<file path="src/rtl/data_mem_pkg.sv">
// Shared definitions for the pipelined data memory: FSM encoding and the
// range of supported read latencies.
package data_mem_pkg;

   // Init sweep followed by normal operation; only reset leaves ST_RUN.
   typedef enum logic {
      ST_INIT = 1'b0,
      ST_RUN  = 1'b1
   } state_e;

   localparam int RD_LAT_MIN = 1;
   localparam int RD_LAT_MAX = 2;

   function automatic bit rd_lat_legal(input int lat);
      return (lat >= RD_LAT_MIN) && (lat <= RD_LAT_MAX);
   endfunction

endpackage

</file>
<file path="src/rtl/rsp_fifo.sv">
// Synchronous response FIFO. Depth need not be a power of two; pointers wrap
// explicitly. Output data reads as zero while the FIFO is empty.
module rsp_fifo
   import data_mem_pkg::*;
#(
   parameter int WIDTH = 8,
   parameter int DEPTH = 2
) (
   input  logic             clk,
   input  logic             rst_n,
   input  logic             i_push,
   input  logic             i_pop,
   input  logic [WIDTH-1:0] i_data,
   output logic [WIDTH-1:0] o_data,
   output logic             o_full,
   output logic             o_empty
);

   localparam int PTR_W = (DEPTH > 1) ? $clog2(DEPTH) : 1;
   localparam int CNT_W = $clog2(DEPTH + 1);

   logic [WIDTH-1:0] r_mem [DEPTH];
   logic [PTR_W-1:0] r_wr_ptr;
   logic [PTR_W-1:0] r_rd_ptr;
   logic [CNT_W-1:0] r_count;
   logic             w_push;
   logic             w_pop;

   function automatic logic [PTR_W-1:0] next_ptr(input logic [PTR_W-1:0] ptr);
      return (ptr == PTR_W'(DEPTH - 1)) ? '0 : ptr + 1'b1;
   endfunction

   assign w_push  = i_push && !o_full;
   assign w_pop   = i_pop && !o_empty;
   assign o_empty = (r_count == '0);
   assign o_full  = (r_count == CNT_W'(DEPTH));
   assign o_data  = o_empty ? '0 : r_mem[r_rd_ptr];

   // Storage write on push.
   // NOTE: storage has no reset; contents are only observed behind o_empty,
   // so clearing it would cost flops and buy nothing.
   always_ff @(posedge clk) begin
      if (w_push) r_mem[r_wr_ptr] <= i_data;
   end

   // Pointer and occupancy bookkeeping.
   // NOTE: sequential state uses non-blocking assignments so every flop
   // samples pre-edge values regardless of statement order.
   always_ff @(posedge clk or negedge rst_n) begin
      if (!rst_n) begin
         r_wr_ptr <= '0;
         r_rd_ptr <= '0;
         r_count  <= '0;
      end else begin
         if (w_push) r_wr_ptr <= next_ptr(r_wr_ptr);
         if (w_pop)  r_rd_ptr <= next_ptr(r_rd_ptr);
         case ({w_push, w_pop})
            2'b10:   r_count <= r_count + 1'b1;
            2'b01:   r_count <= r_count - 1'b1;
            default: r_count <= r_count;
         endcase
      end
   end

endmodule

</file>
<file path="src/rtl/data_memory_pipe.sv">
// Pipelined single-port data memory with masked writes, a registered read
// path of 1 or 2 cycles, credit-protected response FIFO and a post-reset
// sweep that fills every word with INIT_VAL before requests are accepted.
module data_memory_pipe
   import data_mem_pkg::*;
#(
   parameter int                DATA_W    = 8,
   parameter int                ADDR_W    = 8,
   parameter int                RD_LAT    = 1,
   parameter logic [DATA_W-1:0] INIT_VAL  = '0,
   parameter int                RSP_DEPTH = RD_LAT + 1
) (
   input  logic              clk,
   input  logic              rst_n,
   output logic              init_done,
   input  logic              req_valid,
   output logic              req_ready,
   input  logic              req_write,
   input  logic [ADDR_W-1:0] req_addr,
   input  logic [DATA_W-1:0] req_wdata,
   input  logic [DATA_W-1:0] req_wmask,
   output logic              rsp_valid,
   input  logic              rsp_ready,
   output logic [DATA_W-1:0] rsp_rdata
);

   localparam int DEPTH = 2 ** ADDR_W;
   localparam int CRD_W = $clog2(RSP_DEPTH + 1);

   if (!rd_lat_legal(RD_LAT)) begin : g_bad_rd_lat
      $error("data_memory_pipe: RD_LAT must be 1 or 2");
   end

   logic [DATA_W-1:0] r_mem [DEPTH];
   state_e            r_state;
   state_e            w_next_state;
   logic [ADDR_W-1:0] r_init_cnt;
   logic              r_init_done;
   logic [CRD_W-1:0]  r_credits;
   logic              r_rd_vld;
   logic [DATA_W-1:0] r_rd_data;
   logic              w_init_we;
   logic              w_run;
   logic              w_req_ready;
   logic              w_rd_accept;
   logic              w_wr_accept;
   logic              w_rsp_pop;
   logic              w_push;
   logic [DATA_W-1:0] w_push_data;
   logic              w_fifo_full;
   logic              w_fifo_empty;

   assign w_req_ready = w_run && (r_credits != '0);
   assign w_rd_accept = req_valid && w_req_ready && !req_write;
   assign w_wr_accept = req_valid && w_req_ready && req_write;
   assign w_rsp_pop   = !w_fifo_empty && rsp_ready;

   assign req_ready = w_req_ready;
   assign rsp_valid = !w_fifo_empty;
   assign init_done = r_init_done;

   // FSM state register.
   always_ff @(posedge clk or negedge rst_n) begin
      if (!rst_n) r_state <= ST_INIT;
      else        r_state <= w_next_state;
   end

   // FSM next state: leave the sweep after the last word has been written.
   // NOTE: the default assignment up front keeps this block free of latches.
   always_comb begin
      w_next_state = r_state;
      case (r_state)
         ST_INIT: if (r_init_cnt == ADDR_W'(DEPTH - 1)) w_next_state = ST_RUN;
         ST_RUN:  w_next_state = ST_RUN;
         default: w_next_state = ST_INIT;
      endcase
   end

   // FSM outputs: sweep write enable and run qualifier.
   always_comb begin
      w_init_we = 1'b0;
      w_run     = 1'b0;
      case (r_state)
         ST_INIT: w_init_we = 1'b1;
         ST_RUN:  w_run     = 1'b1;
         default: w_init_we = 1'b0;
      endcase
   end

   // Sweep address counter and registered completion flag.
   always_ff @(posedge clk or negedge rst_n) begin
      if (!rst_n) begin
         r_init_cnt  <= '0;
         r_init_done <= 1'b0;
      end else begin
         if (w_init_we) r_init_cnt <= r_init_cnt + 1'b1;
         r_init_done <= (w_next_state == ST_RUN);
      end
   end

   // Array: sweep or masked write, plus the registered read port.
   always_ff @(posedge clk) begin
      if (w_init_we) begin
         r_mem[r_init_cnt] <= INIT_VAL;
      end else if (w_wr_accept) begin
         r_mem[req_addr] <= (r_mem[req_addr] & ~req_wmask) | (req_wdata & req_wmask);
      end
      if (w_rd_accept) r_rd_data <= r_mem[req_addr];
   end

   // First read stage valid; data rides alongside in the array block.
   always_ff @(posedge clk or negedge rst_n) begin
      if (!rst_n) r_rd_vld <= 1'b0;
      else        r_rd_vld <= w_rd_accept;
   end

   if (RD_LAT == 2) begin : g_lat2
      logic              r_out_vld;
      logic [DATA_W-1:0] r_out_data;

      // Extra output register stage for the two-cycle read path.
      always_ff @(posedge clk or negedge rst_n) begin
         if (!rst_n) begin
            r_out_vld  <= 1'b0;
            r_out_data <= '0;
         end else begin
            r_out_vld  <= r_rd_vld;
            r_out_data <= r_rd_data;
         end
      end

      assign w_push      = r_out_vld;
      assign w_push_data = r_out_data;
   end else begin : g_lat1
      assign w_push      = r_rd_vld;
      assign w_push_data = r_rd_data;
   end

   // Credits: one per outstanding read, returned when its response is taken.
   always_ff @(posedge clk or negedge rst_n) begin
      if (!rst_n) begin
         r_credits <= CRD_W'(RSP_DEPTH);
      end else begin
         case ({w_rd_accept, w_rsp_pop})
            2'b10:   r_credits <= r_credits - 1'b1;
            2'b01:   r_credits <= r_credits + 1'b1;
            default: r_credits <= r_credits;
         endcase
      end
   end

   rsp_fifo #(
      .WIDTH (DATA_W),
      .DEPTH (RSP_DEPTH)
   ) u_rsp_fifo (
      .clk     (clk),
      .rst_n   (rst_n),
      .i_push  (w_push && !w_fifo_full),
      .i_pop   (w_rsp_pop),
      .i_data  (w_push_data),
      .o_data  (rsp_rdata),
      .o_full  (w_fifo_full),
      .o_empty (w_fifo_empty)
   );

endmodule
</file>
<file path="config.mk">
export PLATFORM = sky130hd
export DESIGN_NAME = data_memory_pipe
export DESIGN_NICKNAME = d
export VERILOG_FILES = /design/src/rtl/data_mem_pkg.sv /design/src/rtl/rsp_fifo.sv /design/src/rtl/data_memory_pipe.sv
export SDC_FILE = /design/constraint.sdc
export NUM_CORES = 2
export LEC_CHECK = 0
export BUFFER_PORTS_ARGS = -buffer_cell sky130_fd_sc_hd__buf_2
export CORE_MARGIN = 2
export CORE_UTILIZATION = 55
export DETAILED_ROUTE_END_ITERATION = 7
export PLACE_DENSITY = 0.71
export SETUP_SLACK_MARGIN = 0.1
export SKIP_LAST_GASP = 1
export SYNTH_ARGS = -nofsm -noshare
export SYNTH_HDL_FRONTEND = slang
export SYNTH_SLANG_ARGS = --single-unit
</file>
<file path="constraint.sdc">
create_clock -name clk -period 16.9 [get_ports clk]
set_input_delay 3.38 -clock clk [delete_from_list [all_inputs] [get_ports clk]]
set_output_delay 3.38 -clock clk [all_outputs]
set_load 0.005 [all_outputs]
</file>
==> results.md <==
Timing:
- The final hold violation count is 0.
- The slew of the pin with the lowest slew margin is 1.43 ns.
- The sum of negative setup slack is 0 ns.
- Of the available clock period, the critical path in the final layout requires 55.3%.
- Subtracting the final worst setup slack from the clock period gives 9.35 ns.
- The worst relative slew slack is 3.34%.
- Based on the critical path, the design can be clocked at up to 107 MHz.
- The final count of pins violating max slew is 0.
- Between clock sinks in the finished design, the worst skew comes to 0.0657 ns.
- Setup repair after global routing left no endpoint under its margin.
- Setup violations remaining at the end of the flow were counted as 0.

Synth:
- The share of flip-flops with an asynchronous set or reset is 0.766%.
- The number of warnings printed during yosys synthesis is 0.
- The dominant cell type by area after synthesis is edfxtp_1.
- The number of register bits inferred by synthesis is 2088.
- The synthesized design contains 2072 enable-type register cells.
- The prevailing post-synth register cell is edfxtp_1.
- The average cell area after synthesis is 20.6 sq um.
- The area share of the leading cell type in the synthesized netlist is 76.1%.
- The post-synth net total is 3990.
- The instance count of the mapped netlist is 3958.
- The count of cell types in the netlist is 75.
- After synthesis, the cell types taking the most area are edfxtp_1, mux4_2, mux2i_1.
- The summed instance area of the synthesized netlist is 0.0817 sq mm.
- The share of synthesized area occupied by flip-flops and latches is 76.6%.

Final layout:
- In the final design database the tool counted 4074 nets.
- 0 antenna diodes ended up in the layout.
- The library cells used most frequently in the layout, excluding fill and tap cells, are edfxtp_1, mux4_2, nor2_1, clkbuf_16, mux2i_1.
- Leaving out fill and tap cells, the most frequent cell in the layout is edfxtp_1.
- From synthesis to final layout, the design area changed by 9.94%.
- The filler-free cell count of the finished design is 6125.
- Cells with a size suffix above 1 make up 20.7% of the layout.

Place:
- The half-perimeter wire length after detailed placement is 121000 um.
- The total of buffers placed on input and output ports is 39.
- At the end of routability-driven placement, the weighted congestion stood at 0.887.
- The count of placed standard cells including taps is 5773.

Global route:
- The number of global-route vias before repair came to 40333.
- The total global routing track utilization is 27.1%.
- After global routing the overflow that remains totals 0.
- The wire length of the first global-routing pass is 292000 um.
- The peak-usage layer in the global routing report is met2.
- The initial antenna violation count is 4.
- Entering global routing, the biggest net connects 257 pins.
- For this run, global-route usage on met1 was measured as 38.8%.
- In the global route stage, met3 resource usage came out at 5.92%.
- Global routing consumed, on the met2 layer, 41.3% of the routing resources.

Detailed routing:
- In the routed design, unresolved DRC markers number 0.
- The final layout contains routed wiring with a total length of 204000 um.
- The average routed wire per standard cell is 33.3 um.
- The first detailed-routing pass ran for 6 iterations.
- The total number of vias is 41042.
- The remaining antenna violation count is 0.
- Dividing the detail-routed via count by the number of cells gives 6.70.
- For this block, the initial DRC count from the detailed router was 5612.

Setup path:
- The number of cells on the worst reg-to-reg path is 6.
- The arrival time at the worst endpoint is 9.78 ns.
- The reg2reg setup slack is 11.59 ns.
- For the worst setup path, the data required time is 17.33 ns.
- The maximum net fanout on the critical path is 108.
- The endpoint class of the critical path is a register.
- The critical setup path kind is in2reg.
- The worst setup path is launched from a primary input.

Power and ir drop:
- The share of total power in sequential cells is 55.6%.
- The part of the power in combinational logic is 3.1%.
- The clock network fraction of design power is 41.2%.
- Net switching is 20.8% of the power.
- For this design the ratio of total power to cell area is 112 mW/mm^2.
- The total internal power is 8.01 mW.
- The leakage power is 23.0 nW.
- In this run the power spent charging and discharging nets is 2.10 mW.
- The completed layout was analyzed and its total power is 10.1 mW.
- The highest ir drop seen on vdd is 0.0000941 V.

Hold path:
- The path class of the lowest-slack min-delay path is reg2reg.
- The count of cells along the worst hold path is 1.

Floorplan:
- In this run the standard cell core region covers 0.148 sq mm.
- The die footprint is 0.152 sq mm.
- In this run the vertical extent of the chip is 389 um.
- The x dimension of the die is 389 um.
- The number of top-level pins is 40.
- For this configuration, the core starts out at a cell density of 55.3%.
- The row count is 141.

Clock network:
- The cell at the root of the clock tree is clkbuf_16.
- The number of CTS-inserted buffers is 197.
- The count of clock tree sinks is 2088.
- CTS built an H-tree with a depth of 4.
- The clock passes through at most 3 buffers.
- The count of hold buffers inserted by post-cts repair is 0.
- The number of setup buffers added after CTS is 0.
- The register clock-pin slew on the reported worst setup and hold paths is 0.06 ns.
- TritonCTS built the clock tree.
- Gates resized during post-CTS repair numbered 0.
- The clock network latency to the later pin of the worst-skew pair is 0.85 ns.

Status:
- The flow ran to the end, and the final reports show no timing, DRC or antenna violations.

Job:
- The reported max-cap violation count is 0.
## critical path: stages
cell,delay [ns]
buf_8,0.53
buf_12,0.66
buf_4,0.70
mux4_2,0.35
mux2i_1,0.07
a21oi_1,0.41
nand4_1,0.50
nand4_1,0.34
a31o_4,0.76
buf_4,0.75
buf_4,0.94
## path summary, 6_finish.rpt
path / from / to
worst max-delay path: req_addr[0] / r_mem[1][1]
worst min-delay path: u_rsp_fifo.r_wr_ptr / u_rsp_fifo.r_wr_ptr
worst max register to register: init_done / r_mem[164][6]
worst min register to register: u_rsp_fifo.r_wr_ptr / u_rsp_fifo.r_wr_ptr
max in group asynchronous: rst_n / r_rd_vld
min in group asynchronous: rst_n / r_init_cnt[0]
## cell type report
class | instances | area, sq um
multi-input cells | 1625 | 17800
clock buffers | 241 | 5150
well taps | 1930 | 2410
fillers | 10046 | 57800
flip-flops and latches | 2088 | 62600
repair buffers | 121 | 915
clock inverters | 111 | 855
inverters | 9 | 36.3
## through the flow
| step | instance area (sq um) | setup WS [ns] | hold WS, ns | util (%) |
|---|---|---|---|---|
| final | 89800 | 7.55 | 0.495 | 60.8 |
| after global routing | 89800 | 7.20 | 0.505 | 60.8 |
| after detailed placement | 83800 | 6.77 | 0.476 | 56.8 |
| after floorplan | 81700 | 4.10 | 0.421 | - |
| after CTS | 89800 | 7.62 | 0.491 | 60.8 |
| after global placement | 83800 | 6.93 | 0.463 | 56.8 |
## synthesized netlist by cell type, types with 12 or more instances
cell type / instances
edfxtp_1: 2072
mux4_2: 424
nor2_1: 309
mux2i_1: 190
nand2_1: 113
a22oi_1: 104
clkbuf_1: 104
a21oi_1: 65
buf_2: 47
nand3_1: 39
buf_4: 35
o21ai_0: 35
mux4_1: 29
buf_6: 27
o22ai_1: 22
mux2_2: 21
o221ai_1: 19
and2_1: 18
buf_1: 18
a221oi_1: 17
nor2b_1: 16
a31oi_1: 15
dfrtp_1: 15
nor3_1: 15
a22o_1: 13
nand2b_1: 12
## per-layer routing
layer  vias to the layer above  wire [um]  share of wire [%]
met1                     21558      78200                 38
met5                         -         13             0.0064
met2                      2480      95800                 47
met3                       421      21900                 11
li1                      16581          -                  -
met4                         2       8180                4.0
## power by group through the flow
stage	Clock, mW	Combinational [mW]	Sequential [mW]
final	4.17	0.316	5.62
after global routing	4.39	0.330	5.62
after global placement	0	0.313	5.73
after detailed placement	0	0.315	5.73
after floorplan	0	0.210	5.73
after CTS	4.20	0.316	5.62
## flip-flops by register name, indices dropped and copies added (netlist names)
signal / flops
init_done: 1
u_rsp_fifo.r_count: 2
u_rsp_fifo.r_mem: 16
u_rsp_fifo.r_wr_ptr: 1
r_mem: 2048
r_rd_data: 8
r_rd_vld: 1
u_rsp_fifo.r_rd_ptr: 1
r_init_cnt: 8
r_credits: 2
## logic make-up (layout without fill, tap and decap cells)
logic type / after synthesis / in the layout / share of synthesized area (%)
flip-flops: 2088 / 2088 / 76.6
multiplexers: 664 / 664 / 15.2
AND/OR/NAND/NOR: 574 / 574 / 3.04
AO/OA/AOI/OAI: 369 / 369 / 3.21
buffers and inverters: 245 / 482 / 1.67
XOR/XNOR: 15 / 15 / 0.161
adder cells (fa/ha/maj): 3 / 3 / 0.0459
Power figures use the tool's default switching activity.
